### src/rtl/gpu_mem_pkg.sv
// Shared types and helpers for the memory controller: channel FSM encoding
// and the round-robin pointer advance.
package gpu_mem_pkg;

    typedef enum logic [2:0] {
        CH_IDLE           = 3'd0,
        CH_READ_WAITING   = 3'd1,
        CH_WRITE_WAITING  = 3'd2,
        CH_READ_RELAYING  = 3'd3,
        CH_WRITE_RELAYING = 3'd4
    } mem_chan_state_t;

    function automatic int unsigned rr_next(input int unsigned idx, input int unsigned n);
        return (idx + 1 >= n) ? 0 : idx + 1;
    endfunction

endpackage

### src/rtl/mem_channel.sv
// One memory channel: latches a granted request, runs the memory-side
// handshake, then holds the response until the consumer drops its valid.
module mem_channel
    import gpu_mem_pkg::*;
#(
    parameter int ADDR_BITS     = 8,
    parameter int DATA_BITS     = 8,
    parameter int NUM_CONSUMERS = 4,
    parameter int WRITE_ENABLE  = 1,
    parameter int IDX_BITS      = 2
) (
    input  logic                 clk,
    input  logic                 reset,
    input  logic                 grant,
    input  logic                 grant_read,
    input  logic [IDX_BITS-1:0]  grant_idx,
    input  logic [ADDR_BITS-1:0] grant_addr,
    input  logic [DATA_BITS-1:0] grant_data,
    input  logic                 cons_read_valid,
    input  logic                 cons_write_valid,
    output logic                 mem_read_valid,
    output logic [ADDR_BITS-1:0] mem_read_address,
    input  logic                 mem_read_ready,
    output logic                 mem_write_valid,
    output logic [ADDR_BITS-1:0] mem_write_address,
    output logic [DATA_BITS-1:0] mem_write_data,
    input  logic                 mem_write_ready,
    output mem_chan_state_t      state,
    output logic [IDX_BITS-1:0]  idx,
    output logic [IDX_BITS-1:0]  rr_ptr,
    output logic                 release_claim,
    output logic                 read_load
);

    localparam bit WE = (WRITE_ENABLE != 0);

    mem_chan_state_t      state_next;
    logic [ADDR_BITS-1:0] addr_q;
    logic [DATA_BITS-1:0] data_q;

    always_ff @(posedge clk or posedge reset) begin
        if (reset) state <= CH_IDLE;
        else       state <= state_next;
    end

    always_comb begin
        state_next = state;
        case (state)
            CH_IDLE: begin
                if (grant && grant_read)     state_next = CH_READ_WAITING;
                else if (grant && WE)        state_next = CH_WRITE_WAITING;
            end
            CH_READ_WAITING:   if (mem_read_ready)    state_next = CH_READ_RELAYING;
            CH_WRITE_WAITING:  if (mem_write_ready)   state_next = CH_WRITE_RELAYING;
            CH_READ_RELAYING:  if (!cons_read_valid)  state_next = CH_IDLE;
            CH_WRITE_RELAYING: if (!cons_write_valid) state_next = CH_IDLE;
            default:                                  state_next = CH_IDLE;
        endcase
    end

    // Request latch and round-robin pointer; the pointer moves past the
    // consumer just served only once its response has been consumed.
    always_ff @(posedge clk or posedge reset) begin
        if (reset) begin
            idx    <= '0;
            addr_q <= '0;
            data_q <= '0;
            rr_ptr <= '0;
        end else begin
            if (state == CH_IDLE && grant) begin
                idx    <= grant_idx;
                addr_q <= grant_addr;
                data_q <= grant_data;
            end
            if (release_claim)
                rr_ptr <= IDX_BITS'(rr_next(32'(idx), NUM_CONSUMERS));
        end
    end

    always_comb begin
        mem_read_valid    = (state == CH_READ_WAITING);
        mem_read_address  = mem_read_valid ? addr_q : '0;
        mem_write_valid   = WE && (state == CH_WRITE_WAITING);
        mem_write_address = mem_write_valid ? addr_q : '0;
        mem_write_data    = mem_write_valid ? data_q : '0;
        release_claim     = ((state == CH_READ_RELAYING) && !cons_read_valid) ||
                            ((state == CH_WRITE_RELAYING) && !cons_write_valid);
        read_load         = (state == CH_READ_WAITING) && mem_read_ready;
    end

endmodule

### src/rtl/data_mem_controller.sv
// Arbitrates LSU read/write requests onto memory channels with per-channel
// round-robin, and relays responses back to the owning consumer.
module data_mem_controller
    import gpu_mem_pkg::*;
#(
    parameter int ADDR_BITS     = 8,
    parameter int DATA_BITS     = 8,
    parameter int NUM_CONSUMERS = 4,
    parameter int NUM_CHANNELS  = 1,
    parameter int WRITE_ENABLE  = 1
) (
    input  logic                                    clk,
    input  logic                                    reset,
    input  logic [NUM_CONSUMERS-1:0]                consumer_read_valid,
    input  logic [NUM_CONSUMERS-1:0][ADDR_BITS-1:0] consumer_read_address,
    output logic [NUM_CONSUMERS-1:0]                consumer_read_ready,
    output logic [NUM_CONSUMERS-1:0][DATA_BITS-1:0] consumer_read_data,
    input  logic [NUM_CONSUMERS-1:0]                consumer_write_valid,
    input  logic [NUM_CONSUMERS-1:0][ADDR_BITS-1:0] consumer_write_address,
    input  logic [NUM_CONSUMERS-1:0][DATA_BITS-1:0] consumer_write_data,
    output logic [NUM_CONSUMERS-1:0]                consumer_write_ready,
    output logic [NUM_CHANNELS-1:0]                 mem_read_valid,
    output logic [NUM_CHANNELS-1:0][ADDR_BITS-1:0]  mem_read_address,
    input  logic [NUM_CHANNELS-1:0]                 mem_read_ready,
    input  logic [NUM_CHANNELS-1:0][DATA_BITS-1:0]  mem_read_data,
    output logic [NUM_CHANNELS-1:0]                 mem_write_valid,
    output logic [NUM_CHANNELS-1:0][ADDR_BITS-1:0]  mem_write_address,
    output logic [NUM_CHANNELS-1:0][DATA_BITS-1:0]  mem_write_data,
    input  logic [NUM_CHANNELS-1:0]                 mem_write_ready
);

    localparam int IDX_BITS = (NUM_CONSUMERS > 1) ? $clog2(NUM_CONSUMERS) : 1;
    localparam bit WE       = (WRITE_ENABLE != 0);

    mem_chan_state_t      chan_state [NUM_CHANNELS];
    logic [IDX_BITS-1:0]  chan_idx   [NUM_CHANNELS];
    logic [IDX_BITS-1:0]  chan_rr    [NUM_CHANNELS];
    logic [IDX_BITS-1:0]  grant_idx  [NUM_CHANNELS];
    logic [ADDR_BITS-1:0] ch_ra      [NUM_CHANNELS];
    logic [ADDR_BITS-1:0] ch_wa      [NUM_CHANNELS];
    logic [DATA_BITS-1:0] ch_wd      [NUM_CHANNELS];
    logic [NUM_CHANNELS-1:0] ch_rv, ch_wv, chan_release, chan_load, grant_v, grant_rd;
    logic [NUM_CONSUMERS-1:0] claim_q, scan_taken, release_mask;
    logic [IDX_BITS-1:0]  cand;

    // Channels scan in index order; each grant is marked taken before the
    // next channel looks, so one consumer never lands on two channels.
    always_comb begin
        scan_taken = claim_q;
        grant_v    = '0;
        grant_rd   = '0;
        cand       = '0;
        for (int ch = 0; ch < NUM_CHANNELS; ch++) begin
            grant_idx[ch] = '0;
            if (chan_state[ch] == CH_IDLE) begin
                for (int k = 0; k < NUM_CONSUMERS; k++) begin
                    cand = IDX_BITS'((int'(chan_rr[ch]) + k) % NUM_CONSUMERS);
                    if (!grant_v[ch] && !scan_taken[cand] &&
                        (consumer_read_valid[cand] || (WE && consumer_write_valid[cand]))) begin
                        grant_v[ch]   = 1'b1;
                        grant_rd[ch]  = consumer_read_valid[cand];
                        grant_idx[ch] = cand;
                    end
                end
                if (grant_v[ch]) scan_taken[grant_idx[ch]] = 1'b1;
            end
        end
    end

    always_comb begin
        release_mask = '0;
        for (int ch = 0; ch < NUM_CHANNELS; ch++)
            if (chan_release[ch]) release_mask[chan_idx[ch]] = 1'b1;
    end

    always_ff @(posedge clk or posedge reset) begin
        if (reset) claim_q <= '0;
        else       claim_q <= scan_taken & ~release_mask;
    end

    for (genvar ch = 0; ch < NUM_CHANNELS; ch++) begin : g_chan
        logic [ADDR_BITS-1:0] g_addr;
        assign g_addr = grant_rd[ch] ? consumer_read_address[grant_idx[ch]]
                                     : consumer_write_address[grant_idx[ch]];

        mem_channel #(
            .ADDR_BITS    (ADDR_BITS),
            .DATA_BITS    (DATA_BITS),
            .NUM_CONSUMERS(NUM_CONSUMERS),
            .WRITE_ENABLE (WRITE_ENABLE),
            .IDX_BITS     (IDX_BITS)
        ) u_chan (
            .clk              (clk),
            .reset            (reset),
            .grant            (grant_v[ch]),
            .grant_read       (grant_rd[ch]),
            .grant_idx        (grant_idx[ch]),
            .grant_addr       (g_addr),
            .grant_data       (consumer_write_data[grant_idx[ch]]),
            .cons_read_valid  (consumer_read_valid[chan_idx[ch]]),
            .cons_write_valid (consumer_write_valid[chan_idx[ch]]),
            .mem_read_valid   (ch_rv[ch]),
            .mem_read_address (ch_ra[ch]),
            .mem_read_ready   (mem_read_ready[ch]),
            .mem_write_valid  (ch_wv[ch]),
            .mem_write_address(ch_wa[ch]),
            .mem_write_data   (ch_wd[ch]),
            .mem_write_ready  (mem_write_ready[ch]),
            .state            (chan_state[ch]),
            .idx              (chan_idx[ch]),
            .rr_ptr           (chan_rr[ch]),
            .release_claim    (chan_release[ch]),
            .read_load        (chan_load[ch])
        );
    end

    always_comb begin
        mem_read_valid  = ch_rv;
        mem_write_valid = ch_wv;
        for (int ch = 0; ch < NUM_CHANNELS; ch++) begin
            mem_read_address[ch]  = ch_ra[ch];
            mem_write_address[ch] = ch_wa[ch];
            mem_write_data[ch]    = ch_wd[ch];
        end
    end

    always_comb begin
        consumer_read_ready  = '0;
        consumer_write_ready = '0;
        for (int ch = 0; ch < NUM_CHANNELS; ch++) begin
            if (chan_state[ch] == CH_READ_RELAYING)
                consumer_read_ready[chan_idx[ch]] = 1'b1;
            if (WE && chan_state[ch] == CH_WRITE_RELAYING)
                consumer_write_ready[chan_idx[ch]] = 1'b1;
        end
    end

    // Read data is registered per consumer and holds between responses.
    always_ff @(posedge clk or posedge reset) begin
        if (reset) begin
            consumer_read_data <= '0;
        end else begin
            for (int ch = 0; ch < NUM_CHANNELS; ch++)
                if (chan_load[ch]) consumer_read_data[chan_idx[ch]] <= mem_read_data[ch];
        end
    end

endmodule

### config.mk
export PLATFORM = sky130hd
export DESIGN_NAME = data_mem_controller
export DESIGN_NICKNAME = d
export VERILOG_FILES = /design/src/rtl/gpu_mem_pkg.sv /design/src/rtl/mem_channel.sv /design/src/rtl/data_mem_controller.sv
export SDC_FILE = /design/constraint.sdc
export NUM_CORES = 1
export LEC_CHECK = 0
export ABC_CLOCK_PERIOD_IN_PS = 3670
export BUFFER_PORTS_ARGS = -buffer_cell sky130_fd_sc_hd__buf_2
export CAP_MARGIN = 30
export CORE_MARGIN = 1
export CORE_UTILIZATION = 45
export DETAILED_ROUTE_END_ITERATION = 12
export PLACE_DENSITY_LB_ADDON = 0.25
export SYNTH_ARGS = -nofsm -noshare
export SYNTH_HDL_FRONTEND = slang
export SYNTH_SLANG_ARGS = --single-unit
### constraint.sdc
create_clock -name clk -period 3.67 [get_ports clk]
set_clock_uncertainty 0.1 [all_clocks]
set_input_delay 0.1835 -clock clk [delete_from_list [all_inputs] [get_ports clk]]
set_output_delay 0.1835 -clock clk [all_outputs]
set_load 0.03 [all_outputs]
==> flow_summary.json, run 1 <==
{
  "syn_to_final_growth_pct": 32.5,
  "numPortBuffers": 181,
  "finalMaxSlewViolations": 0,
  "cp-start-kind": "flop",
  "max_slew.worst_pin.slew_ps": 945,
  "grt_max_degree": 60,
  "drt_iter0_drc": 212,
  "numCtsBuffers": 9,
  "wl_met2_mm": 6.50,
  "viasPerCell": 5.75,
  "cts-htree-levels": 3,
  "rsz0062_at_grt": "no",
  "fin_crit_ps": 3310,
  "synth-edff-count": 0,
  "dr.pass1.iters": 7,
  "crit_arrival_ps": 3410,
  "p_per_area_nw_per_um2": 1030,
  "met3_length_um": 943,
  "wl_per_cell_um": 17.7,
  "core_um2": 9200,
  "placed_area_um2": 5290,
  "clk_pin_slew_ps": 70,
  "ir_drop_mv": 0.603,
  "initial_core_util_pct": 46.2,
  "leakagePower_uw": 0.00280,
  "grt_pass1_wl_mm": 20.0,
  "critPathKind": "reg2reg",
  "grt_use_total_pct": 25.8,
  "grt_pass1_vias": 4074,
  "place_hpwl_mm": 9.61,
  "highest_layer": "met4",
  "p_clk_share_pct": 10.3,
  "cts.sinks": 59,
  "clock_latency_ps": 340,
  "place_congestion": 0.888,
  "avgSynthCellArea_um2": 10.1,
  "synth_nets": 541,
  "synth_seq_area_share_pct": 34.7,
  "hold_path_class": "in2reg",
  "drt_drc_violations_left": 0,
  "die_x_um": 99.2,
  "final_area_um2": 5630,
  "design.die.area_um2": 9830,
  "cpPeakStageDelay_ps": 590,
  "cts_buffer_depth": 2,
  "swShare_pct": 51.0,
  "yosysUniqueCellTypes": 57,
  "floorplan.rows": 35,
  "overflow": 0,
  "tritoncts": "built",
  "crit_chain": "inv_1 > mux4_2 > o211ai_2 > a211oi_2 > o21ai_4 > mux2_1 > a222oi_1 > nand3_1",
  "synth_cells": 421,
  "status": "completed",
  "ys_ff_latch": 59,
  "post-cts-setup-buffers": 0,
  "critPathMaxFanout": 19,
  "finalHoldViolCount": 0,
  "setup_viol": 0,
  "routed_wirelength_mm": 12.9,
  "ios": 182,
  "switchingPower_uw": 2970,
  "vias": 4216,
  "ys_async_sr_fraction_pct": 100,
  "cp_slowest_cell": "mux4_2",
  "finalCritPeriodShare_pct": 90.2,
  "ys.warnings.count": 0,
  "relSlewSlack_pct": 36.7,
  "drv_cap": 0,
  "ant_nets": 0,
  "comb_power_share_pct": 68.3,
  "crit_path_end_kind": "flop",
  "drive_above_1_share_pct": 44.7,
  "antenna_found_initial": 0,
  "setup_tns_ps": 0,
  "p_int_uw": 2850,
  "diodes": 0,
  "final_nets": 737,
  "synth_area_um2": 4250,
  "synth-main-ff-cell": "dfrtp_1",
  "clock.fmax_mhz": 302,
  "wl_met1_mm": 5.28,
  "cp_data_required_time_ps": 3770,
  "cts_root_buf": "clkbuf_8",
  "p_seq_share_pct": 21.4,
  "die_y_um": 99.2
}
-- routing by layer --
| metal | GRT usage, % | up-vias |
|---|---|---|
| li1 | - | 1982 |
| met1 | 31.6 | 2037 |
| met2 | 45.2 | 175 |
| met3 | 5.76 | 22 |
| met4 | 8.60 | 0 |
| met5 | 0 | - |
-- registers in the layout (all words and copies together), names as in the netlist --
name / flops
consumer_read_data: 32
g_chan.u_chan.addr_q: 8
g_chan.u_chan.data_q: 8
claim_q: 4
g_chan.u_chan.state: 3
g_chan.u_chan.idx: 2
g_chan.u_chan.rr_ptr: 2
-- per-stage QoR --
stage,utilization [%],power [uW],setup WS [ps],std cells,hold slack [ps]
floorplan,-,4190,879,421,212
global placement,57.5,5080,357,703,311
detailed placement,57.5,5190,160,703,303
CTS,61.2,5830,142,733,3.53
global route,61.2,6210,83.6,733,17.2
finish,61.2,5820,359,733,15.5
-- critical path: cells and delay by family (launching register included) --
| family | cells | cell delay [ps] |
|---|---|---|
| buffers and inverters | 1 | 200 |
| AOI/OAI and AO/OA | 4 | 1280 |
| muxes | 2 | 980 |
| and+or+nand+nor | 1 | 100 |
| DFF | 1 | 500 |
-- cell usage after synthesis, types with 3 or more instances --
| library cell | n | area [um2] |
|---|---|---|
| ha_1 | 4 | 50.1 |
| mux2_2 | 35 | 394 |
| a22o_1 | 9 | 78.8 |
| a31oi_1 | 3 | 18.8 |
| a211o_1 | 7 | 61.3 |
| nand2_1 | 41 | 154 |
| buf_1 | 4 | 15.0 |
| and2_1 | 33 | 206 |
| mux4_2 | 11 | 248 |
| nor2_1 | 14 | 52.6 |
| a211oi_1 | 10 | 75.1 |
| nand3_1 | 27 | 135 |
| buf_2 | 4 | 20.0 |
| nor3b_1 | 4 | 30.0 |
| nand4_1 | 3 | 18.8 |
| a221o_1 | 8 | 80.1 |
| clkbuf_1 | 11 | 41.3 |
| a21oi_1 | 25 | 125 |
| nor2b_1 | 12 | 75.1 |
| mux2i_1 | 23 | 230 |
| o21ai_0 | 6 | 30.0 |
| dfrtp_1 | 59 | 1480 |
| nor3_1 | 5 | 25.0 |
| mux2_1 | 4 | 45.0 |
| a22oi_1 | 4 | 30.0 |
| inv_1 | 7 | 26.3 |
| a222oi_1 | 4 | 40.0 |
| buf_4 | 4 | 30.0 |
| nand2b_1 | 4 | 25.0 |
-- cell usage in the layout, fill, tap and decap left out, types with 3 or more instances in the layout --
cell type,count
a211o_1,7
a211oi_1,10
a21oi_1,25
a221o_1,8
a222oi_1,4
a22o_1,9
a22oi_1,4
a31oi_1,3
and2_1,33
buf_2,181
buf_4,14
clkbuf_8,9
dfrtp_1,58
dlygate4sd3_1,14
ha_1,4
inv_1,6
mux2_1,4
mux2_2,35
mux2i_1,23
mux4_2,11
nand2_1,41
nand2b_1,4
nand3_1,27
nand4_1,3
nor2_1,14
nor2b_1,12
nor3_1,4
nor3b_1,4
o21ai_0,6
-- worst paths after layout --
kind | from | endpoint | slack [ps] | cells after the start
max | g_chan[0].u_chan.rr_ptr[1]$_DFFE_PP0P_ | g_chan[0].u_chan.addr_q[5]$_DFFE_PP0P_ | 360 | 8
min | consumer_write_address[31] | g_chan[0].u_chan.addr_q[7]$_DFFE_PP0P_ | 20 | 3
max reg2reg | g_chan[0].u_chan.rr_ptr[1]$_DFFE_PP0P_ | g_chan[0].u_chan.addr_q[5]$_DFFE_PP0P_ | 360 | 8
min reg2reg | consumer_read_data[31]$_DFFE_PP0P_ | consumer_read_data[31]$_DFFE_PP0P_ | 400 | 1
max in group asynchronous | reset | g_chan[0].u_chan.rr_ptr[0]$_DFFE_PP0P_ | 2410 | 4
min in group asynchronous | reset | consumer_read_data[1]$_DFFE_PP0P_ | 530 | 4
-- final cells by class --
type / count / area (um2)
Clock buffer: 9 / 124
Tap cell: 111 / 139
Clock inverter: 7 / 76.3
Multi-Input combinational cell: 331 / 2630
Inverter: 7 / 26.3
Sequential cell: 59 / 1480
Fill cell: 782 / 3570
Timing Repair Buffer: 209 / 1150
-- cells by family after synthesis --
| group | synth area share, % |
|---|---|
| AND/OR/NAND/NOR | 19.0 |
| AO/OA/AOI/OAI | 19.9 |
| multiplexers | 21.6 |
| flip-flops | 34.7 |
| buffers and inverters | 3.39 |
| adder cells (fa/ha/maj) | 1.18 |
| XOR/XNOR | 0.206 |
-- what timing repair did --
item	4_1_cts	5_1_grt
setup endpoints to repair	0	6
endpoints found under the hold margin	61	0
resized for setup	0	1
hold buffers	14	0
-- power groups by stage --
| stage | logic (uW) | clock network, uW | registers (uW) |
|---|---|---|---|
| after floorplan | 2720 | 0 | 1480 |
| after global placement | 3850 | 0 | 1230 |
| after detailed placement | 3940 | 0 | 1260 |
| after CTS | 3970 | 616 | 1250 |
| after global routing | 4280 | 636 | 1290 |
| final | 3970 | 602 | 1250 |
No activity file was read; power rests on OpenSTA's default activity.
==> run 2, diff against run 1 <==
- CORE_MARGIN: 1 -> 2
==> run 2 against run 1 <==
Compared with the run above: setup slack worse by 47 ps; die area grew 4.1%; final cell count down 0.14%; utilization increased by 0.37 points; sequential power is essentially flat; combinational power about the same; sequential share of layout area decreased by 0.18 points; worst hold slack hardly changed; critical endpoint is now g_chan[0].u_chan.addr_q[0]$_DFFE_PP0P_.
==> flow_summary.json, run 2 (same netlist as run 1, synthesis figures left out) <==
{
  "swShare_pct": 49.7,
  "critPathKind": "reg2reg",
  "setup_viol": 0,
  "fin_crit_ps": 3360,
  "overflow": 0,
  "p_seq_share_pct": 21.0,
  "cts_buffer_depth": 2,
  "comb_power_share_pct": 66.6,
  "largest_reg_flops": 32,
  "cts.sinks": 59,
  "cpPeakStageDelay_ps": 580,
  "clk_pin_slew_ps": 70,
  "finalCritPeriodShare_pct": 91.5,
  "hold_path_class": "in2reg",
  "wl_per_cell_um": 17.7,
  "cts_root_buf": "clkbuf_8",
  "cp_data_required_time_ps": 3770,
  "drt_drc_violations_left": 0,
  "drt_iter0_drc": 180,
  "fillerInstances": 784,
  "grt_pass1_vias": 4073,
  "clock_latency_ps": 330,
  "reg_top3": "consumer_read_data (32), g_chan.u_chan.addr_q (8), g_chan.u_chan.data_q (8)",
  "die_x_um": 101,
  "floorplan.rows": 35,
  "design.die.area_um2": 10200,
  "status": "completed",
  "die_y_um": 101,
  "grt_pass1_wl_mm": 20.1,
  "clock.fmax_mhz": 298,
  "place_hpwl_mm": 9.72,
  "final_nets": 736,
  "finalHoldViolCount": 0,
  "rsz0062_at_grt": "no",
  "viasPerCell": 5.70,
  "grt_max_degree": 32,
  "tritoncts": "built",
  "ir_drop_mv": 0.681,
  "post-cts-setup-buffers": 0,
  "crit_path_end_kind": "flop",
  "syn_to_final_growth_pct": 33.2,
  "place_congestion": 0.965,
  "grt_use_total_pct": 24.8,
  "r2r_setup_slack_ps": 310,
  "drive_above_1_share_pct": 44.3,
  "max_slew.worst_pin.slew_ps": 960,
  "cp_slowest_cell": "dfrtp_1",
  "setup_tns_ps": 0,
  "cts-htree-levels": 3,
  "ant_nets": 0,
  "diodes": 0,
  "relSlewSlack_pct": 35.5,
  "switchingPower_uw": 2940,
  "antenna_found_initial": 0,
  "p_per_area_nw_per_um2": 1040,
  "largest-register": "consumer_read_data",
  "finalMaxSlewViolations": 0,
  "p_int_uw": 2980,
  "leakagePower_uw": 0.00282,
  "final_cell_mix": "buf_2 (181), dfrtp_1 (59), nand2_1 (41)",
  "crit_chain": "buf_4 > mux4_2 > o211ai_2 > a211oi_2 > o21ai_4 > mux2_1 > a222oi_1 > nand3_1",
  "routed_wirelength_mm": 13.0,
  "p_clk_share_pct": 12.4,
  "postLayoutCoreUtil_pct": 61.6,
  "initial_core_util_pct": 46.2,
  "numCtsBuffers": 9,
  "layout_commonest_cell": "buf_2",
  "drv_cap": 0,
  "core_um2": 9200,
  "ios": 182,
  "dr.pass1.iters": 4,
  "vias": 4170,
  "crit_arrival_ps": 3460,
  "cp-start-kind": "flop",
  "numPortBuffers": 181,
  "critPathMaxFanout": 19
}
-- run 2: cell types whose count changed in the layout (fill, tap and decap cells not counted), sizes merged --
cell / previous run / this run
clkinv: 2 / 1
bufinv: 1 / 3
buf: 195 / 194
clkinvlp: 2 / 1
-- run 2: worst max-delay path: cells and delay by family (launching register included) --
| kind | cells | cell delay [ps] |
|---|---|---|
| multiplexers | 2 | 930 |
| flip-flops | 1 | 580 |
| buffers and inverters | 1 | 250 |
| AND/OR/NAND/NOR | 1 | 110 |
| AO/OA/AOI/OAI | 4 | 1250 |
-- run 2: stage by stage --
stage / std cells / setup WS [ps] / hold WS (ps) / power, uW / instance area (um2)
after floorplan: 421 / 879 / 212 / 4190 / 4250
after global placement: 701 / 431 / 176 / 5050 / 5270
after detailed placement: 702 / 333 / 182 / 5150 / 5270
after CTS: 732 / 320 / 3.95 / 5920 / 5660
after global routing: 732 / 55.0 / 17.8 / 6350 / 5660
final: 732 / 311 / 15.8 / 5910 / 5660
-- run 2: worst paths after layout --
kind | end | startpoint | cells after the start
max reg2reg | g_chan[0].u_chan.addr_q[0]$_DFFE_PP0P_ | g_chan[0].u_chan.rr_ptr[1]$_DFFE_PP0P_ | 8
min | g_chan[0].u_chan.addr_q[7]$_DFFE_PP0P_ | consumer_write_address[31] | 3
max | g_chan[0].u_chan.addr_q[0]$_DFFE_PP0P_ | g_chan[0].u_chan.rr_ptr[1]$_DFFE_PP0P_ | 8
min reg2reg | consumer_read_data[13]$_DFFE_PP0P_ | consumer_read_data[13]$_DFFE_PP0P_ | 1
max in group asynchronous | g_chan[0].u_chan.state[0]$_DFFE_PP0P_ | reset | 4
min in group asynchronous | consumer_read_data[7]$_DFFE_PP0P_ | reset | 3
-- run 2: layout make-up --
type                    instances  area (um2)  share of cell area (%)
flip-flops and latches         59        1480                    26.1
well taps                     111         139                    2.45
clock inverters                 7         124                    2.19
clock buffers                   9         124                    2.19
multi-input cells             331        2630                    46.4
inverters                       7        26.3                   0.464
repair buffers                208        1140                    20.2
-- run 2: power by group through the flow --
| stage | combinational, uW | sequential (uW) | clock [uW] |
|---|---|---|---|
| after floorplan | 2720 | 1480 | 0 |
| after global placement | 3820 | 1230 | 0 |
| after detailed placement | 3900 | 1250 | 0 |
| after CTS | 3930 | 1240 | 751 |
| after global routing | 4270 | 1290 | 783 |
| final | 3940 | 1240 | 735 |
-- run 2: layer usage --
metal,track usage (%),share of wire (%)
met1,30.4,41
met2,41.8,49
met3,7.25,8.6
met4,8.73,2.2
met5,0,0
-- run 2: timing repair --
action,4_1_cts,5_1_grt
endpoints found under the hold margin,36,0
hold buffers,14,0
resized for setup,0,0
==> run 3, diff against run 2 <==
- ABC_CLOCK_PERIOD_IN_PS: 3670 -> 3700
- clock period: 3.67 -> 3.7 ns (I/O delays scaled with it)
==> run 3 against run 2 <==
Compared with the run above: non-clock buffer count increased by 4; total power decreased by 1.4%; die area unchanged; maximum frequency about the same; clock power decreased by 6.8%; utilization increased by 0.35 points; critical path type unchanged; highest routed layer unchanged.
==> flow_summary.json, run 3 (same netlist as run 1, synthesis figures left out) <==
{
  "initial_core_util_pct": 46.2,
  "fin_hold_ws_ps": 16.0,
  "die_y_um": 101,
  "relSlewSlack_pct": 53.9,
  "layout_commonest_cell": "buf_2",
  "place_ws_ps": 335,
  "leakagePower_uw": 0.00283,
  "grt_max_degree": 45,
  "cts.sinks": 59,
  "viasPerCell": 5.70,
  "critPathMaxFanout": 16,
  "dr.pass1.iters": 4,
  "place_hpwl_mm": 9.84,
  "crit_path_end_kind": "flop",
  "floorplan.rows": 35,
  "ant_nets": 0,
  "max_slew.worst_pin.slew_ps": 692,
  "diodes": 0,
  "largest-register": "consumer_read_data",
  "antenna_found_initial": 0,
  "layout.cells.non_filler": 736,
  "finalMaxSlewViolations": 0,
  "ir_drop_mv": 0.609,
  "status": "completed",
  "fin_crit_ps": 3360,
  "ios": 182,
  "critPathKind": "reg2reg",
  "cts-htree-levels": 3,
  "grt_use_total_pct": 25.0,
  "drt_drc_violations_left": 0,
  "tritoncts": "built",
  "clk_pin_slew_ps": 70,
  "cts_buffer_depth": 2,
  "numCtsBuffers": 9,
  "die_x_um": 101,
  "largest_reg_flops": 32,
  "drt_iter0_drc": 192,
  "grt_pass1_wl_mm": 20.1,
  "reg_top3": "consumer_read_data (32), g_chan.u_chan.addr_q (8), g_chan.u_chan.data_q (8)",
  "wl_per_cell_um": 17.6,
  "syn_to_final_growth_pct": 34.0,
  "place_congestion": 0.938,
  "core_um2": 9200,
  "cp-start-kind": "flop",
  "rsz0062_at_grt": "no",
  "setup_tns_ps": 0,
  "clock_latency_ps": 330,
  "finalCritPeriodShare_pct": 90.8,
  "placed_cells": 704,
  "design.die.area_um2": 10200,
  "p_per_area_nw_per_um2": 1020,
  "cts_root_buf": "clkbuf_8",
  "final_nets": 740,
  "overflow": 0,
  "crit_arrival_ps": 3460,
  "finalHoldViolCount": 0,
  "hold_start": "consumer_write_address[18]",
  "cp_data_required_time_ps": 3800,
  "numPortBuffers": 181,
  "setup_viol": 0,
  "grt_pass1_vias": 4077,
  "hold_path_class": "in2reg",
  "postLayoutCoreUtil_pct": 61.9,
  "finalWorstSetupSlack_ps": 341,
  "routed_wirelength_mm": 13.0,
  "clock.fmax_mhz": 298,
  "drive_above_1_share_pct": 44.5,
  "final_cell_mix": "buf_2 (181), dfrtp_1 (59), nand2_1 (41)",
  "drv_cap": 0,
  "vias": 4195,
  "critPathLaunch": "g_chan[0].u_chan.rr_ptr[1]$_DFFE_PP0P_",
  "timing.rr.start": "g_chan[0].u_chan.rr_ptr[1]$_DFFE_PP0P_"
}
## run 3: worst max-delay path, cell delays in order (launching register included)
cell and delay [ps]:
dfrtp_1 650, mux4_2 590, o21bai_4 220, o21ai_2 210, a21boi_4 140, o21ai_4 510
mux2_1 380, a222oi_1 300, nand3_1 120
## run 3: power breakdown
| group | internal [uW] | switching [uW] |
|---|---|---|
| logic | 1550 | 2360 |
| registers | 968 | 263 |
| clock network | 418 | 267 |
| total | 2940 | 2890 |
## run 3: what timing repair did
action / CTS / global route
hold endpoints to repair: 51 / 0
hold buffers: 15 / 0
resized for setup: 0 / 0
buffers inserted: 0 / 0
endpoints found under the setup margin: 0 / 0
## run 3: layer usage
metal	GRT usage (%)	part of all wire (%)	wire length (um)	vias to the layer above
met1	30.2	40	5210	1994
met4	8.32	2.3	292	0
met5	0	0	0	-
li1	-	-	-	1982
met3	7.18	8.1	1060	25
met2	42.9	49	6410	194
## run 3: final timing paths
kind                                                           to  slack [ps]  depth (start not counted)
min in group asynchronous      consumer_read_data[23]$_DFFE_PP0P_         140                          3
setup / recovery           g_chan[0].u_chan.addr_q[1]$_DFFE_PP0P_         340                          8
hold / removal             g_chan[0].u_chan.addr_q[2]$_DFFE_PP0P_          20                          3
hold reg to reg            g_chan[0].u_chan.data_q[5]$_DFFE_PP0P_         400                          1
max in group asynchronous       consumer_read_data[8]$_DFFE_PP0P_        2660                          5
setup reg to reg           g_chan[0].u_chan.addr_q[1]$_DFFE_PP0P_         340                          8
## run 3: layout make-up
cell class,instances,area (um2)
Inverter,7,26.3
Clock inverter,5,83.8
Sequential cell,59,1480
Multi-Input combinational cell,331,2630
Tap cell,111,139
Timing Repair Buffer,212,1190
Fill cell,772,3500
Clock buffer,11,151
## run 3: per-stage QoR
stage                     total power (uW)  cell area [um2]
final                                 5830             5690
after global routing                  6260             5690
after CTS                             5850             5670
after detailed placement              5120             5290
after global placement                5040             5290
after floorplan                       4160             4250
